### src/rtl/digit_serial_addsub_pkg.sv
// Shared definitions for the digit-serial adder/subtractor: FSM state
// encodings and elaboration-time helpers for parameter checking and sizing.
package digit_serial_addsub_pkg;

  typedef enum logic [1:0] {
    IDLE = 2'd0,
    RUN  = 2'd1,
    DONE = 2'd2
  } state_e;

  // Legal when the operand splits into a whole number of non-empty digits.
  function automatic bit legal_cfg(input int unsigned width, input int unsigned digit);
    return (digit != 0) && (width % digit == 0);
  endfunction

  // Digit counter width: enough to count NDIG digits, never narrower than 1.
  function automatic int unsigned cnt_width(input int unsigned ndig);
    return (ndig > 1) ? $clog2(ndig) : 1;
  endfunction

endpackage

### src/rtl/digit_serial_addsub_if.sv
// Request/response bundle for digit_serial_addsub.
//   master: drives start, sub, a, b; observes busy, done, result, flags.
//   slave : the arithmetic unit side.
interface digit_serial_addsub_if #(
  parameter int unsigned WIDTH = 32
);
  logic             start;
  logic             sub;
  logic [WIDTH-1:0] a;
  logic [WIDTH-1:0] b;
  logic             busy;
  logic             done;
  logic [WIDTH-1:0] result;
  logic             cout;
  logic             overflow;
  logic             zero;

  modport master (
    output start, sub, a, b,
    input  busy, done, result, cout, overflow, zero
  );

  modport slave (
    input  start, sub, a, b,
    output busy, done, result, cout, overflow, zero
  );
endinterface

### src/rtl/digit_serial_addsub_digit.sv
// addsub_digit: combinational DIGIT-bit adder with carry-in.
//   a, b   : digit operands
//   cin    : carry into the digit
//   sum_c  : digit sum
//   cout_c : carry out of the digit MSB
module addsub_digit #(
  parameter int unsigned DIGIT = 8
) (
  input  logic [DIGIT-1:0] a,
  input  logic [DIGIT-1:0] b,
  input  logic             cin,
  output logic [DIGIT-1:0] sum_c,
  output logic             cout_c
);
  localparam int unsigned SW = DIGIT + 1;

  assign {cout_c, sum_c} = {1'b0, a} + {1'b0, b} + SW'(cin);
endmodule

### src/rtl/digit_serial_addsub.sv
// digit_serial_addsub: multicycle WIDTH-bit adder/subtractor processing
// DIGIT bits per clock with a registered ripple carry between digits.
//   clk, rst_n : clock, synchronous active-low reset
//   bus.start/sub/a/b : request, accepted when not busy
//   bus.busy   : high while digits are being processed
//   bus.done   : one-cycle pulse when result and flags are valid
//   bus.result : sum/difference, held until the next accepted start
//   bus.cout/overflow/zero : carry (no-borrow on sub), signed overflow, zero
module digit_serial_addsub
  import digit_serial_addsub_pkg::*;
#(
  parameter int unsigned WIDTH = 32,
  parameter int unsigned DIGIT = 8
) (
  input logic                clk,
  input logic                rst_n,
  digit_serial_addsub_if.slave bus
);
  localparam int unsigned NDIG = WIDTH / DIGIT;
  localparam int unsigned CW   = cnt_width(NDIG);

  if (!legal_cfg(WIDTH, DIGIT)) begin : g_bad_cfg
    $error("digit_serial_addsub: WIDTH must be a nonzero multiple of DIGIT");
  end

  state_e           state_q, state_d;
  logic [CW-1:0]    cnt_q, cnt_d;
  logic [WIDTH-1:0] opa_q, opa_d;
  logic [WIDTH-1:0] opb_q, opb_d;
  logic [WIDTH-1:0] result_q, result_d;
  logic             carry_q, carry_d;
  logic             a_msb_q, a_msb_d;
  logic             b_msb_q, b_msb_d;
  logic             busy_q, busy_d;
  logic             done_q, done_d;
  logic             cout_q, cout_d;
  logic             ovf_q, ovf_d;
  logic             zero_q, zero_d;

  logic [DIGIT-1:0] dig_sum_c;
  logic             dig_cout_c;
  logic             last_digit_c;

  // Operands shift right each cycle, so the active digit is always at the bottom.
  addsub_digit #(.DIGIT(DIGIT)) u_digit (
    .a      (opa_q[DIGIT-1:0]),
    .b      (opb_q[DIGIT-1:0]),
    .cin    (carry_q),
    .sum_c  (dig_sum_c),
    .cout_c (dig_cout_c)
  );

  assign last_digit_c = (cnt_q == CW'(NDIG - 1));

  // Next-state, datapath and flag logic.
  always_comb begin
    state_d  = state_q;
    cnt_d    = cnt_q;
    opa_d    = opa_q;
    opb_d    = opb_q;
    result_d = result_q;
    carry_d  = carry_q;
    a_msb_d  = a_msb_q;
    b_msb_d  = b_msb_q;
    done_d   = 1'b0;
    cout_d   = cout_q;
    ovf_d    = ovf_q;
    zero_d   = zero_q;

    unique case (state_q)
      IDLE, DONE: begin
        if (bus.start) begin
          // Subtract as A + ~B + 1: invert B here, inject the +1 as carry-in.
          state_d = RUN;
          opa_d   = bus.a;
          opb_d   = bus.sub ? ~bus.b : bus.b;
          carry_d = bus.sub;
          cnt_d   = '0;
          a_msb_d = bus.a[WIDTH-1];
          b_msb_d = opb_d[WIDTH-1];
        end else begin
          state_d = IDLE;
        end
      end
      RUN: begin
        opa_d   = opa_q >> DIGIT;
        opb_d   = opb_q >> DIGIT;
        carry_d = dig_cout_c;
        cnt_d   = cnt_q + CW'(1);
        // New digits enter at the top; after NDIG cycles digit k sits at slot k.
        result_d = (result_q >> DIGIT) | (WIDTH'(dig_sum_c) << (WIDTH - DIGIT));
        if (last_digit_c) begin
          state_d = DONE;
          done_d  = 1'b1;
          cout_d  = dig_cout_c;
          ovf_d   = (a_msb_q == b_msb_q) && (dig_sum_c[DIGIT-1] != a_msb_q);
          zero_d  = (result_d == '0);
        end
      end
      default: state_d = IDLE;
    endcase

    busy_d = (state_d == RUN);
  end

  // State and output registers.
  always_ff @(posedge clk) begin
    if (!rst_n) begin
      state_q  <= IDLE;
      cnt_q    <= '0;
      opa_q    <= '0;
      opb_q    <= '0;
      result_q <= '0;
      carry_q  <= 1'b0;
      a_msb_q  <= 1'b0;
      b_msb_q  <= 1'b0;
      busy_q   <= 1'b0;
      done_q   <= 1'b0;
      cout_q   <= 1'b0;
      ovf_q    <= 1'b0;
      zero_q   <= 1'b0;
    end else begin
      state_q  <= state_d;
      cnt_q    <= cnt_d;
      opa_q    <= opa_d;
      opb_q    <= opb_d;
      result_q <= result_d;
      carry_q  <= carry_d;
      a_msb_q  <= a_msb_d;
      b_msb_q  <= b_msb_d;
      busy_q   <= busy_d;
      done_q   <= done_d;
      cout_q   <= cout_d;
      ovf_q    <= ovf_d;
      zero_q   <= zero_d;
    end
  end

  assign bus.busy     = busy_q;
  assign bus.done     = done_q;
  assign bus.result   = result_q;
  assign bus.cout     = cout_q;
  assign bus.overflow = ovf_q;
  assign bus.zero     = zero_q;

endmodule

### src/flat_wrapper.sv
// flat-port wrapper written by rule: the top's interface ports become plain ports
module digit_serial_addsub_flat import digit_serial_addsub_pkg::*;
#(
  parameter int unsigned WIDTH = 32,
  parameter int unsigned DIGIT = 8
)
  (clk, rst_n, bus_start, bus_sub, bus_a, bus_b, bus_busy, bus_done, bus_result, bus_cout, bus_overflow, bus_zero);
  digit_serial_addsub_if #(.WIDTH(WIDTH)) bus_i ();
  input logic clk;
  input logic rst_n;
  input wire logic [$bits(bus_i.start)-1:0] bus_start;
  input wire logic [$bits(bus_i.sub)-1:0] bus_sub;
  input wire logic [$bits(bus_i.a)-1:0] bus_a;
  input wire logic [$bits(bus_i.b)-1:0] bus_b;
  output wire logic [$bits(bus_i.busy)-1:0] bus_busy;
  output wire logic [$bits(bus_i.done)-1:0] bus_done;
  output wire logic [$bits(bus_i.result)-1:0] bus_result;
  output wire logic [$bits(bus_i.cout)-1:0] bus_cout;
  output wire logic [$bits(bus_i.overflow)-1:0] bus_overflow;
  output wire logic [$bits(bus_i.zero)-1:0] bus_zero;
  assign bus_i.start = bus_start;
  assign bus_i.sub = bus_sub;
  assign bus_i.a = bus_a;
  assign bus_i.b = bus_b;
  assign bus_busy = bus_i.busy;
  assign bus_done = bus_i.done;
  assign bus_result = bus_i.result;
  assign bus_cout = bus_i.cout;
  assign bus_overflow = bus_i.overflow;
  assign bus_zero = bus_i.zero;
  digit_serial_addsub #(.WIDTH(WIDTH), .DIGIT(DIGIT)) u_core (.clk(clk), .rst_n(rst_n), .bus(bus_i));
endmodule
### config.mk
export PLATFORM = sky130hd
export DESIGN_NAME = digit_serial_addsub_flat
export DESIGN_NICKNAME = d
export VERILOG_FILES = /design/src/rtl/digit_serial_addsub_pkg.sv /design/src/rtl/digit_serial_addsub_if.sv /design/src/rtl/digit_serial_addsub_digit.sv /design/src/rtl/digit_serial_addsub.sv /design/src/flat_wrapper.sv
export SDC_FILE = /design/constraint.sdc
export NUM_CORES = 1
export LEC_CHECK = 0
export CAP_MARGIN = 20
export CORE_MARGIN = 4
export CORE_UTILIZATION = 53
export CTS_BUF_LIST = sky130_fd_sc_hd__clkbuf_2
export CTS_CLUSTER_SIZE = 14
export DETAILED_ROUTE_END_ITERATION = 12
export PLACE_DENSITY = 0.83
export SLEW_MARGIN = 20
export SYNTH_ARGS = -nofsm -noshare
export SYNTH_HDL_FRONTEND = slang
export SYNTH_SLANG_ARGS = --single-unit
### constraint.sdc
create_clock -name clk -period 2.9 [get_ports clk]
set_input_delay 0.435 -clock clk [delete_from_list [all_inputs] [get_ports clk]]
set_output_delay 0.435 -clock clk [all_outputs]
set_load 0.005 [all_outputs]
# == Word level (Yosys, flattened, before mapping) ==
# Cells that the tools add are included.
# totals
register_bits,108
in_bits,68
out_inout_bits,37
word_cells,47
# classes
n_addsub,3
eq_ne,7
mux,13
bitwise_logic,2
n_reduce_logical,9
# ops
operator,count
case mux 32 bit (2 select lines),2
2-to-1 mux 32 bit,3
zero test 32 bit,1
inverter 32 bit,1
bitwise OR 24 x 32 -> 32 bit,1
adder 8 x 8 -> 9 bit,1
adder 9 x 1 -> 9 bit,1
case mux 2 bit (2 select lines),2
AND reduction 2 bit,4
== test 2 x 1 -> 1 bit (second input constant),2
== test 2 bit (second input constant),2
2-to-1 mux 2 bit,2
2-to-1 mux 1 bit,3
adder 2 x 1 -> 2 bit (second input constant),1
zero test 2 bit,1
inequality test 2 bit (second input constant),1
case mux 1 bit (2 select lines),1
nonzero test 2 bit,1
OR reduction 2 bit,1
== test 1 bit,1
logical AND 1 bit,1
inequality test 1 bit,1

# == Logic depth before layout (Yosys ltp) ==
# Gate-level depths: netlist of run 1.
# logic_depth
ltp_word,4
mapped_depth,7
mapped_depth_nobuf,7

# == By module ==
# A second synthesis of run 1 with hierarchy kept.
# hier_totals
hier_cells,562
hier_area_um2,5019.8
# by_module_without_submodules
mod,instances,cells_per_inst,area_each_um2,seq_area_each_um2
digit_serial_addsub,1,522,4688.2,2162.1
addsub_digit,1,40,331.6,0.0

# == Worst setup path before layout of run 1 ==
# No wires, ideal clock.
# synth_path
path_type,register to register
start,register u_core.carry_q
end,"register u_core.zero_q, in the netlist u_core.bus.zero"
setup_time_ns,0.087
arrival_time_ns,2.259
required_time_ns,2.813
path_slack_ns,0.554
path_stages_with_launch,8
n_path_buf,0
period_less_slack_ns,2.346
path_cell_list,dfxtp_1 > fa_1 > fa_1 > a211o_1 > a211o_2 > o211ai_1 > nand4_1 > o31ai_1
# synth_between
elab_chain_cells,3
# synth_rtl
element,line,source
from (decl),digit_serial_addsub.sv:31,"logic carry_q, carry_d;"
from (signal assigned),digit_serial_addsub.sv:128,carry_q <= carry_d;
adder 9 x 1 -> 9 bit,digit_serial_addsub_digit.sv:17,"assign {cout_c, sum_c} = {1'b0, a} + {1'b0, b} + SW'(cin);"
bitwise OR 24 x 32 -> 32 bit,digit_serial_addsub.sv:91,result_d = (result_q >> DIGIT) | (WIDTH'(dig_sum_c) << (WIDTH - DIGIT));
zero test 32 bit,digit_serial_addsub.sv:97,zero_d = (result_d == '0);
to (signal assigned),digit_serial_addsub.sv:135,zero_q <= zero_d;
to (decl),digit_serial_addsub.sv:38,"logic zero_q, zero_d;"
# Every way passes these cells.
# A chain may end at the register's enable or synchronous reset.

# == Worst setup path after layout of run 1 ==
# Same ends and word-level chain as after synthesis.

==> results.json, run 1 <==
{
  "status": "finished, final reports clean",
  "hold_viol_final": 0,
  "p_leak_uw": 0.00223,
  "track_usage_pct": 21.5,
  "drv_cap": 0,
  "io_buffers": 104,
  "ys_seq_area_share_pct": 44.7,
  "routed_via_density": 5.68,
  "cp_max_fo": 3,
  "cts_sinks": 108,
  "fin_crit_ns": 2.54,
  "post_cts_buffers": 0,
  "crit_required_ns": 3.38,
  "wl_met3_um": 626,
  "synth_area_sq_um": 4840,
  "die-area_sq_um": 10700,
  "ys_ff_latch": 108,
  "ir_worst_vdd_v": 0.000280,
  "end_kind": "register",
  "syn_avg_cell_area_sq_um": 8.97,
  "grt_overflow_total": 0,
  "yosysTopAreaCell": "dfxtp_1",
  "initial_utilization_pct": 55.0,
  "drive_gt1_share_pct": 5.43,
  "ys_top_cells_by_area": "dfxtp_1 (45%), a21boi_0 (12%), a22oi_1 (9.8%)",
  "die_height_um": 104,
  "grt_pass1_vias": 3991,
  "synthDistinctLibCells": 41,
  "min_path_type": "in -> reg",
  "clockBufferDepth": 2,
  "cts_root_buffer": "clkbuf_2",
  "p_seq_share_pct": 55.5,
  "num_antenna_cells": 0,
  "cp.arrival_ns": 3.02,
  "syn_nets": 618,
  "worst_pin_slew_ns": 0.678,
  "ys_warn_count": 0,
  "path_class": "reg -> reg",
  "fp.dieW_um": 104,
  "drv_slew": 0,
  "grt_max_degree": 66,
  "cts_buffers": 9,
  "cts.htree.levels": 3,
  "p_per_area_nw_per_um2": 483,
  "netSwitchingPower_uw": 813,
  "wl_per_cell_um": 15.6,
  "path_clk_slew_ns": 0.29,
  "grt_pass1_wl_mm": 19.3,
  "wirelength_mm": 11.5,
  "syn_inst": 540,
  "vias": 4168,
  "tns_ns": 0,
  "fmax_mhz": 394,
  "finalNonFillerCells": 734,
  "area_delta_synth_final_pct": 25.6,
  "drt-met1-wl_mm": 4.90,
  "postRouteAntennaNets": 0,
  "p_comb_share_pct": 17.5,
  "clock_latency_ns": 0.57,
  "synth_edf_count": 0,
  "highest_layer": "met4",
  "dp_hpwl_mm": 8.31,
  "worst_setup_path_start_kind": "register",
  "p_int_uw": 2120,
  "gp_congestion": 0.844,
  "postCtsResizedCells": 0,
  "period_share_pct": 87.5,
  "synthArstFlopShare_pct": 0,
  "finalNetCount": 699,
  "first_iter_violations": 161,
  "synth_top_cell_area_share_pct": 44.7,
  "place_inst": 718,
  "swShare_pct": 27.7,
  "hold_buffers": 0,
  "power_frac_clock_pct": 27.0,
  "rsz0062_at_grt": "false",
  "synth_commonest_cells": "nand2_1 (112), dfxtp_1 (108), a21boi_0 (77)",
  "ys.flop_type": "dfxtp_1",
  "antenna_found_initial": 0,
  "fin_skew_ns": 0.0328,
  "slew_headroom_pct": 54.8,
  "synth.most_common_cell": "nand2_1",
  "met2WireLength_mm": 5.76,
  "finalSetupViolCount": 0,
  "cts_tree": "built",
  "rows": 34,
  "io_pins": 105,
  "core_area_sq_um": 8810,
  "firstDrtPassIters": 5,
  "drc": 0
}
## registers in the layout, summed over array words and instances (netlist names), 2 cells and up
register	flops
u_core.state_q	2
u_core.cnt_q	2
u_core.opb_q	32
u_core.bus.result	32
u_core.opa_q	32
## layer usage
layer | vias up | GRT usage [%]
li1 | 2050 | -
met1 | 1968 | 27.1
met2 | 135 | 37.2
met3 | 15 | 3.79
met4 | 0 | 7.31
met5 | - | 0
## layout make-up
type / instances / area [sq um]
flip-flops and latches: 108 / 2160
fillers: 741 / 2730
clock buffers: 10 / 50.0
inverters: 3 / 11.3
multi-input cells: 386 / 2520
repair buffers: 113 / 1110
well taps: 108 / 135
clock inverters: 6 / 93.8
## cell families (layout without fill, tap and decap cells)
family / after synthesis / count (layout) / synth area share (%)
adder cells (fa/ha/maj): 10 / 10 / 2.89
buffers and inverters: 46 / 132 / 3.82
flip-flops: 108 / 108 / 44.7
AO/OA/AOI/OAI: 175 / 175 / 27.1
XOR/XNOR: 36 / 36 / 6.51
AND/OR/NAND/NOR: 165 / 165 / 15.1
## layout by cell type (no fill, tap or decap), types with 7 or more instances in the layout
cell | netlist | layout
clkdlybuf4s50_1 | 0 | 102
nor2_1 | 8 | 7
xor2_1 | 34 | 34
a22oi_1 | 63 | 63
buf_4 | 0 | 8
o21ai_0 | 10 | 10
clkbuf_2 | 0 | 10
a21boi_0 | 77 | 77
dfxtp_1 | 108 | 108
nand2_1 | 112 | 112
nor2b_1 | 18 | 16
ha_1 | 8 | 8
## worst max-delay path, cell delays in order, from the launching register on
cell and delay [ns]:
dfxtp_1 0.39, fa_1 0.52, fa_1 0.49, a211o_1 0.34, a211o_2 0.30, o211ai_1 0.12, nand4_1 0.11, o31ai_1 0.19
## power by group through the flow
stage / Combinational, uW / Clock [uW] / Sequential [uW]
3_5_place_dp: 515 / 0 / 1660
4_1_cts: 516 / 810 / 1630
6_report: 515 / 793 / 1630
3_3_place_gp: 503 / 0 / 1650
5_1_grt: 571 / 876 / 1640
2_1_floorplan: 321 / 0 / 1640
## path summary, 6_finish.rpt
check / from / end / slack (ns) / depth (start not counted)
setup / recovery: u_core.carry_q$_SDFFE_PN0P_ / u_core.bus.zero$_SDFFE_PN0P_ / 0.36 / 7
hold / removal: rst_n / u_core.opa_q[2]$_SDFFE_PN0P_ / 0.34 / 2
setup reg to reg: u_core.carry_q$_SDFFE_PN0P_ / u_core.bus.zero$_SDFFE_PN0P_ / 0.36 / 7
hold reg to reg: u_core.opa_q[18]$_SDFFE_PN0P_ / u_core.opa_q[18]$_SDFFE_PN0P_ / 0.48 / 2
## through the flow
stage          util [%]  setup slack [ns]  hold WS, ns  area, sq um  power (uW)
2_1_floorplan         -             0.554        0.441         4840        1960
3_3_place_gp       67.4             0.480        0.451         5940        2150
3_5_place_dp       67.4             0.403        0.456         5940        2170
4_1_cts            69.1             0.361        0.307         6080        2960
5_1_grt            69.1             0.270        0.321         6080        3090
6_report           69.1             0.363        0.344         6080        2940
Power figures use the tool's default switching activity.
==> inputs of run 2 (changes only) <==
- REMOVE_ABC_BUFFERS: not set -> 1
==> results.json, run 2 (synthesis results as in run 1) <==
{
  "hold_buffers": 0,
  "end_kind": "register",
  "p_int_uw": 1930,
  "p_seq_share_pct": 60.0,
  "clock_latency_ns": 0.57,
  "min_path_type": "in -> reg",
  "dp_hpwl_mm": 7.30,
  "fmax_mhz": 391,
  "fin_skew_ns": 0.0475,
  "netSwitchingPower_uw": 770,
  "worst_setup_path_start_kind": "register",
  "track_usage_pct": 19.0,
  "wl_per_cell_um": 14.3,
  "die-area_sq_um": 10700,
  "worst_pin_slew_ns": 0.941,
  "hold_slack_ns": 0.210,
  "rows": 34,
  "gp_congestion": 0.818,
  "vias": 4068,
  "first_iter_violations": 148,
  "status": "finished, final reports clean",
  "tns_ns": 0,
  "cp_max_fo": 3,
  "grt_pass1_vias": 3955,
  "cts_tree": "built",
  "fin_crit_ns": 2.56,
  "p_comb_share_pct": 19.0,
  "wirelength_mm": 10.5,
  "die_height_um": 104,
  "fp.dieW_um": 104,
  "cts.htree.levels": 3,
  "power_frac_clock_pct": 21.0,
  "area_delta_synth_final_pct": 24.4,
  "cts_sinks": 108,
  "critical_path.slowest_cell": "fa_1",
  "rsz0062_at_grt": "false",
  "grt_max_degree": 67,
  "path_clk_slew_ns": 0.30,
  "crit_chain": "fa_1 > fa_1 > a211o_1 > a211o_2 > o211ai_1 > nand4_1 > o31ai_1",
  "routed_via_density": 5.56,
  "postRouteAntennaNets": 0,
  "post_cts_buffers": 0,
  "p_per_area_nw_per_um2": 449,
  "cts_root_buffer": "clkbuf_2",
  "drv_cap": 0,
  "postCtsResizedCells": 0,
  "cp.arrival_ns": 3.03,
  "core_area_sq_um": 8810,
  "path_class": "reg -> reg",
  "drv_slew": 0,
  "hold_viol_final": 0,
  "swShare_pct": 28.5,
  "grt_overflow_total": 0,
  "firstDrtPassIters": 5,
  "cts_buffers": 9,
  "period_share_pct": 88.3,
  "drc": 0,
  "p_leak_uw": 0.00219,
  "crit_required_ns": 3.37,
  "final_common_cell": "nand2_1",
  "clockBufferDepth": 2,
  "ir_worst_vdd_v": 0.000244,
  "antenna_found_initial": 0,
  "critPathMostFrequentCell": "fa_1",
  "io_pins": 105,
  "initial_utilization_pct": 55.0,
  "finalSetupViolCount": 0,
  "crit_path_max_incr_delay_ns": 0.53,
  "num_antenna_cells": 0,
  "slew_headroom_pct": 37.2,
  "finalNetCount": 698,
  "io_buffers": 104,
  "final_cell_mix": "nand2_1 (112), dfxtp_1 (108), clkdlybuf4s50_1 (102)",
  "drive_gt1_share_pct": 4.81,
  "grt_pass1_wl_mm": 17.7
}
==> run 2: cell types whose count changed in the layout (fill, tap and decap cells not counted), sizes merged <==
cell,delta
inv,-2
bufinv,-2
buf,-1
clkinvlp,+2
clkinv,+1
==> run 2: layout make-up <==
class / count / area, sq um
flip-flops and latches: 108 / 2160
repair buffers: 112 / 1120
clock buffers: 10 / 50.0
inverters: 3 / 11.3
well taps: 108 / 135
clock inverters: 5 / 30.0
multi-input cells: 386 / 2520
fillers: 730 / 2780
==> run 2: through the flow <==
step	setup WS (ns)	total power (uW)	cells	cell area, sq um	utilization [%]
floorplan	-2.94	1920	497	4670	-
global placement	0.476	2150	717	5940	67.5
detailed placement	0.410	2170	717	5940	67.5
CTS	0.349	2720	732	6020	68.4
global route	0.184	2840	732	6020	68.4
finish	0.340	2700	732	6020	68.4
==> run 2: power groups by stage <==
| stage | combinational [uW] | clock, uW | sequential [uW] |
|---|---|---|---|
| 3_5_place_dp | 515 | 0 | 1650 |
| 4_1_cts | 517 | 577 | 1620 |
| 5_1_grt | 575 | 634 | 1630 |
| 6_report | 513 | 567 | 1620 |
| 2_1_floorplan | 283 | 0 | 1640 |
| 3_3_place_gp | 504 | 0 | 1650 |
==> run 2: critical path: cells and delay by family (launching register included) <==
family          cells  cell delay (ns)
compound gates      4             0.96
fa+ha+maj           2             1.03
simple gates        1             0.11
flops               1             0.39
==> run 2: final timing paths <==
path,to,startpoint,depth (start not counted),slack [ns]
min,u_core.opa_q[21]$_SDFFE_PN0P_,rst_n,2,0.21
min reg2reg,u_core.opa_q[14]$_SDFFE_PN0P_,u_core.opa_q[14]$_SDFFE_PN0P_,2,0.48
max,u_core.bus.zero$_SDFFE_PN0P_,u_core.carry_q$_SDFFE_PN0P_,7,0.34
max reg2reg,u_core.bus.zero$_SDFFE_PN0P_,u_core.carry_q$_SDFFE_PN0P_,7,0.34
==> run 2: per-layer routing <==
metal  vias up  track usage (%)  routed length (um)
met4         0             5.51                 127
li1       2035                -                   -
met3        14             4.60                 662
met5         -                0                   0
met1      1919             23.5                4680
met2       100             33.1                5010
